`src/rtl/stack_access_unit_pkg.sv`:
```
`default_nettype none
// ============================================================================
// Module   : stack_access_unit_pkg
// Brief    : Op codes, FSM states and SP update commands for stack_access_unit.
// Revision : 1.0
// ============================================================================
package stack_access_unit_pkg;

    typedef enum logic [2:0] {
        OP_NONE  = 3'd0,
        OP_LOAD  = 3'd1,
        OP_STORE = 3'd2,
        OP_PUSH  = 3'd3,
        OP_POP   = 3'd4,
        OP_CALL  = 3'd5,
        OP_RET   = 3'd6,
        OP_RSVD  = 3'd7
    } op_t;

    typedef enum logic [0:0] {
        IDLE   = 1'b0,
        SECOND = 1'b1
    } state_t;

    typedef enum logic [2:0] {
        SP_HOLD = 3'd0,
        SP_INC1 = 3'd1,
        SP_DEC1 = 3'd2,
        SP_INC2 = 3'd3,
        SP_DEC2 = 3'd4
    } sp_cmd_t;

endpackage
`default_nettype wire

```
`src/rtl/stack_access_unit_stack_pointer_reg.sv`:
```
`default_nettype none
// ============================================================================
// Module   : stack_pointer_reg
// Brief    : Stack pointer with modulo-depth +/-1, +/-2 updates and wrap flag.
// Revision : 1.0
// ============================================================================
module stack_pointer_reg
    import stack_access_unit_pkg::*;
#(
    parameter int ADDRESS_WIDTH   = 32,
    parameter int NUM_OF_REGISTER = 11,
    parameter int SP_RESET        = (2**NUM_OF_REGISTER) - 1
) (
    input  logic                       clk,
    input  logic                       reset,
    input  sp_cmd_t                    cmd,
    output logic [ADDRESS_WIDTH-1:0]   sp,
    output logic [NUM_OF_REGISTER-1:0] sp_lo,
    output logic                       stack_fault
);

    localparam logic [NUM_OF_REGISTER-1:0] c_sp_max = '1;
    localparam logic [NUM_OF_REGISTER-1:0] c_one    = NUM_OF_REGISTER'(1);
    localparam logic [NUM_OF_REGISTER-1:0] c_two    = NUM_OF_REGISTER'(2);

    logic [NUM_OF_REGISTER-1:0] r_sp;
    logic                       r_fault;
    logic [NUM_OF_REGISTER-1:0] w_next;
    logic                       w_wrap;

    // Wrap is detected on the pre-update value; the new value simply rolls over.
    always_comb begin
        w_next = r_sp;
        w_wrap = 1'b0;
        case (cmd)
            SP_INC1: begin w_next = r_sp + c_one; w_wrap = (r_sp == c_sp_max);         end
            SP_DEC1: begin w_next = r_sp - c_one; w_wrap = (r_sp == '0);               end
            SP_INC2: begin w_next = r_sp + c_two; w_wrap = (r_sp > (c_sp_max - c_two)); end
            SP_DEC2: begin w_next = r_sp - c_two; w_wrap = (r_sp < c_two);             end
            default: begin w_next = r_sp;         w_wrap = 1'b0;                       end
        endcase
    end

    always_ff @(posedge clk) begin
        if (reset) begin
            r_sp    <= NUM_OF_REGISTER'(SP_RESET);
            r_fault <= 1'b0;
        end else begin
            r_sp    <= w_next;
            r_fault <= w_wrap;
        end
    end

    assign sp          = {{(ADDRESS_WIDTH-NUM_OF_REGISTER){1'b0}}, r_sp};
    assign sp_lo       = r_sp;
    assign stack_fault = r_fault;

endmodule
`default_nettype wire

```
`src/rtl/stack_access_unit.sv`:
```
`default_nettype none
// ============================================================================
// Module   : stack_access_unit
// Brief    : Memory-stage controller: LOAD/STORE/PUSH/POP and split CALL/RET.
// Revision : 1.0
// ============================================================================
module stack_access_unit
    import stack_access_unit_pkg::*;
#(
    parameter int DATA_WIDTH      = 16,
    parameter int ADDRESS_WIDTH   = 32,
    parameter int NUM_OF_REGISTER = 11,
    parameter int SP_RESET        = (2**NUM_OF_REGISTER) - 1
) (
    input  logic                     clk,
    input  logic                     reset,
    input  logic                     op_valid,
    input  logic [2:0]               op,
    input  logic [ADDRESS_WIDTH-1:0] op_address,
    input  logic [DATA_WIDTH-1:0]    op_wdata,
    input  logic [ADDRESS_WIDTH-1:0] op_pc,
    output logic                     mem_write_en,
    output logic                     mem_read_en,
    output logic [ADDRESS_WIDTH-1:0] mem_address,
    output logic [DATA_WIDTH-1:0]    mem_wdata,
    input  logic [DATA_WIDTH-1:0]    mem_rdata,
    output logic                     stall,
    output logic [DATA_WIDTH-1:0]    load_data,
    output logic                     load_valid,
    output logic [ADDRESS_WIDTH-1:0] ret_pc,
    output logic                     ret_pc_valid,
    output logic [ADDRESS_WIDTH-1:0] sp,
    output logic                     stack_fault
);

    localparam int c_zext = ADDRESS_WIDTH - NUM_OF_REGISTER;

    state_t                     r_state;
    op_t                        r_op;
    logic [DATA_WIDTH-1:0]      r_lo_q;

    op_t                        w_op_in;
    op_t                        w_op_cur;
    state_t                     w_next_state;
    sp_cmd_t                    w_sp_cmd;
    logic [NUM_OF_REGISTER-1:0] w_sp_lo;
    logic [ADDRESS_WIDTH-1:0]   w_addr_sp, w_addr_m1, w_addr_p1, w_addr_p2;
    logic                       w_wr, w_rd, w_stall, w_load_valid, w_ret_valid;
    logic [ADDRESS_WIDTH-1:0]   w_addr;
    logic [DATA_WIDTH-1:0]      w_wdata;

    stack_pointer_reg #(
        .ADDRESS_WIDTH  (ADDRESS_WIDTH),
        .NUM_OF_REGISTER(NUM_OF_REGISTER),
        .SP_RESET       (SP_RESET)
    ) u_sp (
        .clk        (clk),
        .reset      (reset),
        .cmd        (w_sp_cmd),
        .sp         (sp),
        .sp_lo      (w_sp_lo),
        .stack_fault(stack_fault)
    );

    // Stack addresses wrap within the memory depth, then zero-extend.
    assign w_addr_sp = {{c_zext{1'b0}}, w_sp_lo};
    assign w_addr_m1 = {{c_zext{1'b0}}, w_sp_lo - NUM_OF_REGISTER'(1)};
    assign w_addr_p1 = {{c_zext{1'b0}}, w_sp_lo + NUM_OF_REGISTER'(1)};
    assign w_addr_p2 = {{c_zext{1'b0}}, w_sp_lo + NUM_OF_REGISTER'(2)};

    always_comb begin
        w_op_in = op_valid ? op_t'(op) : OP_NONE;
        if (w_op_in == OP_RSVD) w_op_in = OP_NONE;
        w_op_cur = (r_state == SECOND) ? r_op : w_op_in;
    end

    always_comb begin
        w_wr         = 1'b0;
        w_rd         = 1'b0;
        w_addr       = '0;
        w_wdata      = '0;
        w_stall      = 1'b0;
        w_load_valid = 1'b0;
        w_ret_valid  = 1'b0;
        w_sp_cmd     = SP_HOLD;
        w_next_state = IDLE;
        case (w_op_cur)
            OP_LOAD: begin
                w_rd = 1'b1; w_addr = op_address; w_load_valid = 1'b1;
            end
            OP_STORE: begin
                w_wr = 1'b1; w_addr = op_address; w_wdata = op_wdata;
            end
            OP_PUSH: begin
                w_wr = 1'b1; w_addr = w_addr_sp; w_wdata = op_wdata; w_sp_cmd = SP_DEC1;
            end
            OP_POP: begin
                w_rd = 1'b1; w_addr = w_addr_p1; w_load_valid = 1'b1; w_sp_cmd = SP_INC1;
            end
            OP_CALL: begin
                w_wr = 1'b1;
                if (r_state == IDLE) begin
                    w_addr = w_addr_sp; w_wdata = op_pc[ADDRESS_WIDTH-1:ADDRESS_WIDTH-DATA_WIDTH];
                    w_stall = 1'b1; w_next_state = SECOND;
                end else begin
                    w_addr = w_addr_m1; w_wdata = op_pc[DATA_WIDTH-1:0]; w_sp_cmd = SP_DEC2;
                end
            end
            OP_RET: begin
                w_rd = 1'b1;
                if (r_state == IDLE) begin
                    w_addr = w_addr_p1; w_stall = 1'b1; w_next_state = SECOND;
                end else begin
                    w_addr = w_addr_p2; w_ret_valid = 1'b1; w_sp_cmd = SP_INC2;
                end
            end
            default: ;
        endcase
        // Reset squashes any in-flight access, including the second CALL write.
        if (reset) begin
            w_wr = 1'b0; w_rd = 1'b0; w_stall = 1'b0;
            w_load_valid = 1'b0; w_ret_valid = 1'b0; w_sp_cmd = SP_HOLD;
        end
    end

    always_ff @(posedge clk) begin
        if (reset) begin
            r_state <= IDLE;
            r_op    <= OP_NONE;
            r_lo_q  <= '0;
        end else begin
            r_state <= w_next_state;
            if (r_state == IDLE) r_op <= w_op_in;
            if (r_state == IDLE && w_op_cur == OP_RET) r_lo_q <= mem_rdata;
        end
    end

    assign mem_write_en = w_wr;
    assign mem_read_en  = w_rd;
    assign mem_address  = w_addr;
    assign mem_wdata    = w_wdata;
    assign stall        = w_stall;
    assign load_data    = mem_rdata;
    assign load_valid   = w_load_valid;
    assign ret_pc       = {mem_rdata, r_lo_q};
    assign ret_pc_valid = w_ret_valid;

endmodule
`default_nettype wire
```
`config.mk`:
```
export PLATFORM = sky130hd
export DESIGN_NAME = stack_access_unit
export DESIGN_NICKNAME = d
export VERILOG_FILES = /design/src/rtl/stack_access_unit_pkg.sv /design/src/rtl/stack_access_unit_stack_pointer_reg.sv /design/src/rtl/stack_access_unit.sv
export SDC_FILE = /design/constraint.sdc
export NUM_CORES = 1
export LEC_CHECK = 0
export ABC_CLOCK_PERIOD_IN_PS = 2600
export CORE_MARGIN = 3
export CORE_UTILIZATION = 35
export DETAILED_ROUTE_END_ITERATION = 7
export GPL_TIMING_DRIVEN = 0
export PLACE_DENSITY_LB_ADDON = 0.3
export SETUP_SLACK_MARGIN = 0.1
export SYNTH_ARGS = -nofsm -noshare
export SYNTH_HDL_FRONTEND = slang
export SYNTH_SLANG_ARGS = --single-unit
```
`constraint.sdc`:
```
create_clock -name clk -period 2.6 [get_ports clk]
set_clock_uncertainty 0.1 [all_clocks]
set_input_delay 0.26 -clock clk [delete_from_list [all_inputs] [get_ports clk]]
set_output_delay 0.26 -clock clk [all_outputs]
set_load 0.03 [all_outputs]
```
==> flow_summary.yaml <==
status:
  status: "finished with violations"
  violations: "negative setup slack"
pwr:
  p_int_mw: 1.54
  p_sw_frac: 0.445
  p_comb_frac: 0.616
  p_leak_nw: 3.11
  power_density_mw_per_mm2: 390
  clockPowerShare: 0.181
  peakVddDrop_v: 0.000338
  sequentialPowerShare: 0.204
  p_total_mw: 2.78
  switchingPower_mw: 1.24
setup_path:
  cp-end-kind: "primary output"
  worstPathRequired_ns: 2.24
  arrival_ns: 2.46
  cp-start-kind: "input pin"
  crit_chain: "dlygate4sd2_1, nand2_1, a32oi_4, nor3_4, buf_6, a221oi_2, a21oi_1, a211o_1, buf_6"
  crit_type: "input pin to primary output"
  path_buf_inv: 3
  cpMaxStageDelayCell: "a32oi_4"
  crit_family: "compound AO/OA/AOI/OAI gates"
  cp_common_cell: "buf_6"
  rr_worst_depth: 11
  critical-path-max-stage-delay_ns: 0.50
  cp_max_fo: 6
  path_depth: 9
die:
  core_area_mm2: 0.0105
  fp.dieArea_mm2: 0.0122
  row_count: 37
  start_util: 0.366
  fp.dieH_um: 111
  ios: 236
  dieWidth_um: 111
sta:
  fin_ws_ns: -0.225
  max-slew-margin-rel: 0.421
  grt_setup_unrepaired: "true"
  hold_violations: 0
  worst_slew_pin_slew_ns: 0.862
  fin_crit_ns: 2.82
  slew_viol_final: 0
  setup_viol: 31
  final.period_utilization: 1.09
  fmax_mhz: 354
cells_and_area:
  final_nets: 932
  n_antenna_cell: 0
  area_delta_synth_final_pct: 85.9
  drive_gt1_frac: 0.318
grt:
  grt_pass1_vias: 5258
  grt_pass1_wl_um: 28600
  overflow: 0
  grt_use_total: 0.285
  antenna_found_initial: 1
  grt_max_degree: 12
cts:
  cts_inserted_buffers: 5
  h-tree-depth: 2
  clk-insertion-delay-late_ns: 0.30
  clk_pin_slew_worst_paths_ns: 0.07
  cts_buffer_depth: 2
  cts_tree: "done"
  clkSinkCount: 32
  root_buffer: "clkbuf_8"
synthesis:
  synthFlopType: "dfxtp_1"
  yosysSeqAreaShare: 0.167
  synth_cells: 543
  async_flop_share: 0
  synth_top_cells_by_area: "dfxtp_1 17%, buf_4 11%, nand2_1 7.2%"
  synth_edf_count: 0
  synth_top_area_frac: 0.167
  yosysMostFrequentCell: "nand2_1"
  synth_compound_area_frac: 0.335
  synth_xor_area_frac: 0.0389
  syn-cell-area_mm2: 0.00383
  synth-simple-area-share: 0.245
  synth_common_cells: "73 x nand2_1, 55 x buf_4, 40 x a21oi_1, 35 x nor2_1, 32 x dfxtp_1"
  synth_area_leader_cell: "dfxtp_1"
  yosysWarnings: 0
  synth_top_family_by_area: "compound AO/OA/AOI/OAI gates"
  ys_ff_latch: 32
  synth_cell_types: 77
  synthMuxAreaShare: 0.0114
  synth_fa_ha_area_frac: 0.0261
  syn_avg_cell_area_um2: 7.06
drt:
  num_vias: 5439
  dr_wl_met3_um: 1800
  ant_nets: 0
  dr_wl_met2_um: 9100
  wl_per_cell_um: 19.7
  wl_um: 18900
  first_iter_violations: 685
  drcViolationCount: 0
  top_layer: "met5"
  drt-pass1-iter-count: 6
  drt-met1-wl_um: 7350
  via_per_inst: 5.67
place:
  io_buffers: 213
  dp_slack_ns: -1.36
  dp_hpwl_um: 14000
  place.gp.congestion: 0.983
min_path:
  worstHoldPathType: "register to register"
  min_path_cells: 2
run:
  drv_cap: 0
sequential cells by signal (all words and copies together), names as in the netlist:
name              flops
u_sp.sp_lo           11
r_op                  3
u_sp.stack_fault      1
r_lo_q               16
r_state               1
layer usage:
layer	vias up	global-route usage
met2	380	0.490
met5	-	0
li1	2477	-
met4	2	0.110
met1	2514	0.345
met3	66	0.0619
power by group through the flow:
stage	registers (mW)	clock network (mW)	logic (mW)
5_1_grt	0.571	0.515	1.80
3_5_place_dp	0.571	0	1.49
6_report	0.566	0.502	1.71
3_3_place_gp	0.570	0	1.48
2_1_floorplan	0.617	0	0.859
4_1_cts	0.564	0.505	1.63
final timing paths:
path / endpoint / from / slack [ns]
worst max register to register: u_sp.sp_lo[6] / r_state / 0.21
worst max-delay path: mem_address[6] / op[2] / -0.22
worst min-delay path: r_lo_q[14] / r_lo_q[14] / 0.36
worst min register to register: r_lo_q[14] / r_lo_q[14] / 0.36
kinds of logic after synthesis:
logic type | Yosys count
compound gates | 172
xor+xnor | 17
fa+ha+maj | 8
buf+inv | 117
flops | 32
mux | 3
other cells | 1
simple gates | 193
timing repair:
action                     in CTS  in global routing
pin swaps                      39                 19
hold buffers                    0                  0
gates resized for setup       438                 55
gates cloned                    3                  0
setup endpoints to repair      61                 62
buffers inserted               31                  5
through the flow:
stage | utilization | std cells | instance area [µm²] | setup TNS (ns) | hold WS (ns)
global route | 0.681 | 959 | 7120 | -4.14 | 0.379
finish | 0.681 | 959 | 7120 | -1.99 | 0.357
CTS | 0.667 | 954 | 6980 | -2.02 | 0.356
global placement | 0.596 | 912 | 6240 | -52.91 | 0.343
floorplan | - | 563 | 3940 | 0 | 0.296
detailed placement | 0.596 | 912 | 6240 | -53.16 | 0.346
worst reg2reg max path, stage by stage, from the launching register on:
cell and delay, ns:
dfxtp_2 0.35, buf_6 0.13, nor2b_4 0.04, buf_6 0.13
a32o_2 0.31, buf_6 0.13, buf_6 0.12, and3_4 0.20
buf_8 0.15, a221oi_2 0.23, o21ai_1 0.09, a221o_1 0.30
placed cells by master, fill, tap and decap left out, types with 5 or more instances in the layout:
cell,count
a211oi_1,14
a221oi_1,6
o21ai_1,9
xnor2_1,10
and2_4,11
clkbuf_2,11
inv_1,16
o211ai_1,5
buf_2,10
nor3b_1,6
a222oi_1,15
a21oi_1,38
nand2_1,67
conb_1,21
nand3_1,14
clkdlybuf4s50_1,157
nand2_2,5
dfxtp_1,28
buf_4,101
a221o_1,8
buf_6,47
clkbuf_1,6
nor3_1,10
clkbuf_4,5
xor2_1,5
clkbuf_8,8
nor2_1,31
a22oi_1,7
and2_1,12
ha_1,6
o21ai_0,11
cell type report:
class | instances | area, µm²
Buffer | 97 | 723
Clock buffer | 5 | 68.8
Clock inverter | 3 | 42.5
Fill cell | 891 | 3340
Inverter | 20 | 78.8
Multi-Input combinational cell | 414 | 2940
Sequential cell | 32 | 653
Tap cell | 136 | 170
Timing Repair Buffer | 252 | 2450
(Power assumes the default switching activity.)
